--- config.mk ---
export PLATFORM = sky130hd
export DESIGN_NAME = bin_to_bcd_seq
export DESIGN_NICKNAME = d
export VERILOG_FILES = /design/src/rtl/bcd_pkg.sv /design/src/rtl/bcd_add3_digit.sv /design/src/rtl/bin_to_bcd_seq.sv
export SDC_FILE = /design/constraint.sdc
export NUM_CORES = 1
export LEC_CHECK = 0
export ABC_CLOCK_PERIOD_IN_PS = 1650
export CAP_MARGIN = 20
export CORE_MARGIN = 3
export CORE_UTILIZATION = 30
export DETAILED_ROUTE_END_ITERATION = 7
export HOLD_SLACK_MARGIN = 0.02
export PLACE_DENSITY = 0.59
export SYNTH_ARGS = -nofsm -noshare
export SYNTH_HDL_FRONTEND = slang
export SYNTH_SLANG_ARGS = --single-unit
--- constraint.sdc ---
create_clock -name clk -period 1.65 [get_ports clk]
set_input_delay 0.33 -clock clk [delete_from_list [all_inputs] [get_ports clk]]
set_output_delay 0.33 -clock clk [all_outputs]
set_load 0.03 [all_outputs]
--- src/rtl/bcd_pkg.sv ---
// Shared definitions for the sequential binary-to-BCD converter.
//   DIGIT_W     : width of one packed BCD digit
//   ADD3_THRESH : digit value at or above which double-dabble adds 3
//   state_t     : converter FSM states
//   cnt_width() : width of a counter that must hold the value BIN_W
package bcd_pkg;

    localparam int DIGIT_W = 4;
    localparam logic [DIGIT_W-1:0] ADD3_THRESH = 4'd5;

    typedef enum logic [1:0] {
        IDLE,
        SHIFT,
        DONE
    } state_t;

    function automatic int cnt_width(input int bin_w);
        return $clog2(bin_w + 1);
    endfunction

endpackage

--- src/rtl/bcd_add3_digit.sv ---
// Double-dabble digit correction, purely combinational.
//   digit_in  : 4-bit BCD digit before the shift
//   digit_out : digit_in + 3 when digit_in >= 5, otherwise digit_in
//               (4-bit result, carry discarded)
module bcd_add3_digit
    import bcd_pkg::*;
(
    input  logic [DIGIT_W-1:0] digit_in,
    output logic [DIGIT_W-1:0] digit_out
);

    always_comb begin
        digit_out = digit_in;
        if (digit_in >= ADD3_THRESH) begin
            digit_out = digit_in + 4'd3;
        end
    end

endmodule

--- src/rtl/bin_to_bcd_seq.sv ---
// Sequential binary-to-BCD converter (shift-and-add-3, one bit per clock).
// Feeds packed BCD operands to the downstream combinational BCD adders.
//   clk      : rising-edge clock
//   rst_n    : asynchronous active-low reset
//   start    : conversion request, bin sampled on the same edge
//   bin      : binary operand (BIN_W bits)
//   busy     : high while shifting
//   done     : one-cycle pulse when out/overflow have been updated
//   out      : packed BCD result, digit 0 in out[3:0]
//   overflow : result did not fit in DIGITS digits
//   sign     : only with BIN2BCD_SIGNED_EN; bin is two's complement,
//              out holds |bin| and sign holds the input sign bit
// Optional feature macro: BIN2BCD_SIGNED_EN
module bin_to_bcd_seq
    import bcd_pkg::*;
#(
    parameter int BIN_W  = 8,
    parameter int DIGITS = 3
) (
    input  logic                      clk,
    input  logic                      rst_n,
    input  logic                      start,
    input  logic [BIN_W-1:0]          bin,
    output logic                      busy,
    output logic                      done,
    output logic [DIGIT_W*DIGITS-1:0] out,
    output logic                      overflow
`ifdef BIN2BCD_SIGNED_EN
    ,
    output logic                      sign
`endif
);

    localparam int BCD_W = DIGIT_W * DIGITS;
    localparam int CNT_W = cnt_width(BIN_W);

    state_t state, state_nxt;

    logic [BIN_W-1:0] bin_shift;
    logic [BIN_W-1:0] bin_mag;
    logic [BCD_W-1:0] bcd_work;
    logic [BCD_W-1:0] bcd_adj;
    logic [BCD_W-1:0] bcd_shifted;
    logic [CNT_W-1:0] cnt;
    logic             ovf_work;
    logic             ovf_bit;
    logic             load;
    logic             last_shift;
`ifdef BIN2BCD_SIGNED_EN
    logic             sign_work;
`endif

    // Add-3 correction on every digit before the shift.
    for (genvar g = 0; g < DIGITS; g++) begin : g_add3
        bcd_add3_digit u_add3 (
            .digit_in  (bcd_work[g*DIGIT_W +: DIGIT_W]),
            .digit_out (bcd_adj[g*DIGIT_W +: DIGIT_W])
        );
    end

    // Magnitude is taken as an unsigned BIN_W-bit value so that the most
    // negative input (-2^(BIN_W-1)) maps to 2^(BIN_W-1) without overflow.
    always_comb begin
`ifdef BIN2BCD_SIGNED_EN
        bin_mag = bin[BIN_W-1] ? (~bin) + BIN_W'(1) : bin;
`else
        bin_mag = bin;
`endif
    end

    always_comb begin
        bcd_shifted = {bcd_adj[BCD_W-2:0], bin_shift[BIN_W-1]};
        ovf_bit     = bcd_adj[BCD_W-1];
        load        = start && ((state == IDLE) || (state == DONE));
        last_shift  = (state == SHIFT) && (cnt == CNT_W'(1));
    end

    // State register
    always_ff @(posedge clk or negedge rst_n) begin
        if (!rst_n) begin
            state <= IDLE;
        end else begin
            state <= state_nxt;
        end
    end

    // Next-state logic
    always_comb begin
        state_nxt = state;
        unique case (state)
            IDLE:    if (start) state_nxt = SHIFT;
            SHIFT:   if (cnt == CNT_W'(1)) state_nxt = DONE;
            DONE:    state_nxt = start ? SHIFT : IDLE;
            default: state_nxt = IDLE;
        endcase
    end

    // Output logic
    always_comb begin
        busy = (state == SHIFT);
        done = (state == DONE);
    end

    // Datapath. On the final shift the just-shifted value and overflow bit
    // go straight to the result registers, so out is valid as DONE begins.
    always_ff @(posedge clk or negedge rst_n) begin
        if (!rst_n) begin
            bin_shift <= '0;
            bcd_work  <= '0;
            cnt       <= '0;
            ovf_work  <= 1'b0;
            out       <= '0;
            overflow  <= 1'b0;
`ifdef BIN2BCD_SIGNED_EN
            sign_work <= 1'b0;
            sign      <= 1'b0;
`endif
        end else if (load) begin
            bin_shift <= bin_mag;
            bcd_work  <= '0;
            cnt       <= CNT_W'(BIN_W);
            ovf_work  <= 1'b0;
`ifdef BIN2BCD_SIGNED_EN
            sign_work <= bin[BIN_W-1];
`endif
        end else if (state == SHIFT) begin
            bin_shift <= {bin_shift[BIN_W-2:0], 1'b0};
            bcd_work  <= bcd_shifted;
            cnt       <= cnt - 1'b1;
            ovf_work  <= ovf_work | ovf_bit;
            if (last_shift) begin
                out      <= bcd_shifted;
                overflow <= ovf_work | ovf_bit;
`ifdef BIN2BCD_SIGNED_EN
                sign     <= sign_work;
`endif
            end
        end
    end

endmodule

==> results.json <==
{
  "rrSetupSlack_ns": 0.08,
  "maxSlewHeadroom": 0.670,
  "cts_num_sinks": 40,
  "fin_area_sq_um": 2430,
  "grt_usage": 0.118,
  "postPlaceCellArea_sq_um": 2320,
  "fin_nets": 235,
  "timing.fmax_mhz": 634,
  "maxCapViolCount": 0,
  "synth_seq_cells": 40,
  "crit_chain": "nor2b_1 > dlygate4sd2_1",
  "chipWidth_microns": 86.2,
  "cpPeakStageDelay_ns": 0.41,
  "h-tree-depth": 2,
  "placeableCoreArea_sq_um": 6060,
  "worst_pin_slew_ns": 0.494,
  "reg2regPathDepth": 5,
  "reg2reg_from": "bcd_work[4]",
  "dpl_worst_slack_ns": -0.301,
  "cts.clk_slew.worst_paths_ns": 0.07,
  "syn-num-nets": 197,
  "ant_nets": 0,
  "synth_warnings": 0,
  "drc_errors": 0,
  "cts_max_path_buffers": 2,
  "cp-end-kind": "output pin",
  "outcome": "finished, final reports clean",
  "cts_root_buffer": "clkbuf_8",
  "critPathKind": "reg2out",
  "cp_max_fo": 4,
  "die_h_microns": 86.2,
  "synth-main-ff-cell": "dfrtp_1",
  "routed-via-count": 1360,
  "holdWs_ns": 0.472,
  "synth_area_sq_um": 1930,
  "row_count": 28,
  "ios": 26,
  "netlist_instances": 178,
  "syn_to_final_growth_pct": 25.7,
  "power_density_nw_per_um2": 2030,
  "synth-edff-count": 0,
  "drt_iter0_markers": 55,
  "wl_per_cell_microns": 13.1,
  "hp-class": "reg2reg",
  "min_period_ns": 1.58,
  "top_usage_layer": "met2",
  "clk_latency_ns": 0.30,
  "routed_wl_microns": 3830,
  "antenna_cells": 0,
  "setup_ws_ns": 0.0727,
  "grt-ovfl-total": 0,
  "port_buffers": 25,
  "grt_setup_unrepaired": "false",
  "globalRouteMet1Util": 0.161,
  "skew_ns": 0.00820,
  "grt_pass1_wl_microns": 6780,
  "leakagePower_uw": 0.00114,
  "cp.required_ns": 1.32,
  "grt_use_met3": 0.0342,
  "layout_common_cells": "dfrtp_1, nand2_1, o21ai_0, dlygate4sd2_1, buf_4",
  "dieArea_sq_um": 7440,
  "synthArstFlopShare": 1.00,
  "start_util": 0.319,
  "numCtsBuffers": 5,
  "finalHoldViolations": 0,
  "setup.worst_path.end": "done",
  "setup_viol": 0,
  "cts_tree": "done",
  "ys_seq_area_frac": 0.518,
  "slew_violations": 0,
  "drive_gt1_frac": 0.175,
  "vias_per_cell": 4.66,
  "first_pass_iters": 4,
  "fin_total_pwr_uw": 4920,
  "crit_arrival_ns": 1.25,
  "r2r_end": "out[6]",
  "crit_start": "state[0]",
  "grtUsageMet2": 0.175,
  "critPathLaunchType": "flop",
  "grt_max_degree": 23,
  "finalSetupTns_ns": 0,
  "fin_crit_sh": 0.956,
  "dpl.hpwl_microns": 2680,
  "final_common_cell": "dfrtp_1",
  "antenna_found_initial": 0,
  "grt_pass1_vias": 1359,
  "slowest_stage": "dfrtp_1",
  "avgSynthCellArea_sq_um": 10.9,
  "vdd_drop_max_uv": 543,
  "place_congestion": 0.729,
  "yosysUniqueCellTypes": 29
}
-- synth_stat cells (4+ instances only) --
master | count | area (sq um)
dfrtp_1 | 40 | 1000
nand2_1 | 33 | 124
o21ai_0 | 14 | 70.1
a22o_1 | 8 | 70.1
ha_1 | 8 | 100
inv_1 | 8 | 30.0
a22oi_1 | 7 | 52.6
a21oi_1 | 6 | 30.0
mux2_4 | 6 | 90.1
nor3b_1 | 6 | 45.0
buf_2 | 4 | 20.0
xnor2_1 | 4 | 35.0
-- sequential cells by signal (all words and copies together), names as in the netlist --
name / flops
out: 12
ovf_work: 1
bin_shift: 8
bcd_work: 12
cnt: 4
overflow: 1
state: 2
-- layout make-up --
type | instances | area (sq um)
Tap cell | 75 | 93.8
Fill cell | 622 | 3630
Timing Repair Buffer | 38 | 345
Clock buffer | 8 | 90.1
Inverter | 10 | 42.5
Multi-Input combinational cell | 121 | 856
Sequential cell | 40 | 1000
-- timing repair --
action	4_1_cts	5_1_grt
endpoints found under the setup margin	15	7
setup buffers	0	1
gates resized for setup	16	3
gates cloned	0	0
hold buffers	1	0
endpoints found under the hold margin	13	0
-- kinds of logic after synthesis --
family / after synthesis / share of synthesized area
flops: 40 / 0.518
simple gates: 57 / 0.150
xor+xnor: 5 / 0.0227
mux: 9 / 0.0622
compound gates: 42 / 0.153
fa+ha+maj: 8 / 0.0518
buf+inv: 17 / 0.0427
-- critical path, delay by kind of cell (launching register included) --
family                 cells  cell delay, ns
flip-flops                 1            0.41
buffers and inverters      1            0.41
AND/OR/NAND/NOR            1            0.13
-- metal layers --
layer | wire length (microns) | part of all wire | up-vias
li1 | - | - | 691
met1 | 1850 | 0.48 | 632
met2 | 1740 | 0.46 | 30
met3 | 169 | 0.044 | 7
met4 | 67 | 0.018 | 0
met5 | 0 | 0 | -
-- report_power, final --
| group | internal (uW) | switching (uW) | total [uW] |
|---|---|---|---|
| clock | 341 | 335 | 676 |
| combinational | 1130 | 1340 | 2470 |
| sequential | 1420 | 360 | 1780 |
-- per-stage QoR --
| step | utilization | cells |
|---|---|---|
| after CTS | 0.398 | 291 |
| after global routing | 0.401 | 292 |
| after floorplan | - | 178 |
| after detailed placement | 0.383 | 282 |
| final | 0.401 | 292 |
| after global placement | 0.383 | 282 |
-- worst min path at each step --
| stage | endpoint | cells past startpoint | startpoint |
|---|---|---|---|
| 2_1_floorplan | bcd_work[0] | 0 | rst_n |
| 4_1_cts | out[0] | 2 | out[0] |
| 3_3_place_gp | out[11] | 1 | rst_n |
| 3_5_place_dp | out[11] | 1 | rst_n |
| 6_report | out[0] | 2 | out[0] |
| 5_1_grt | bin_shift[6] | 2 | bin_shift[6] |
Power figures use the tool's default switching activity.
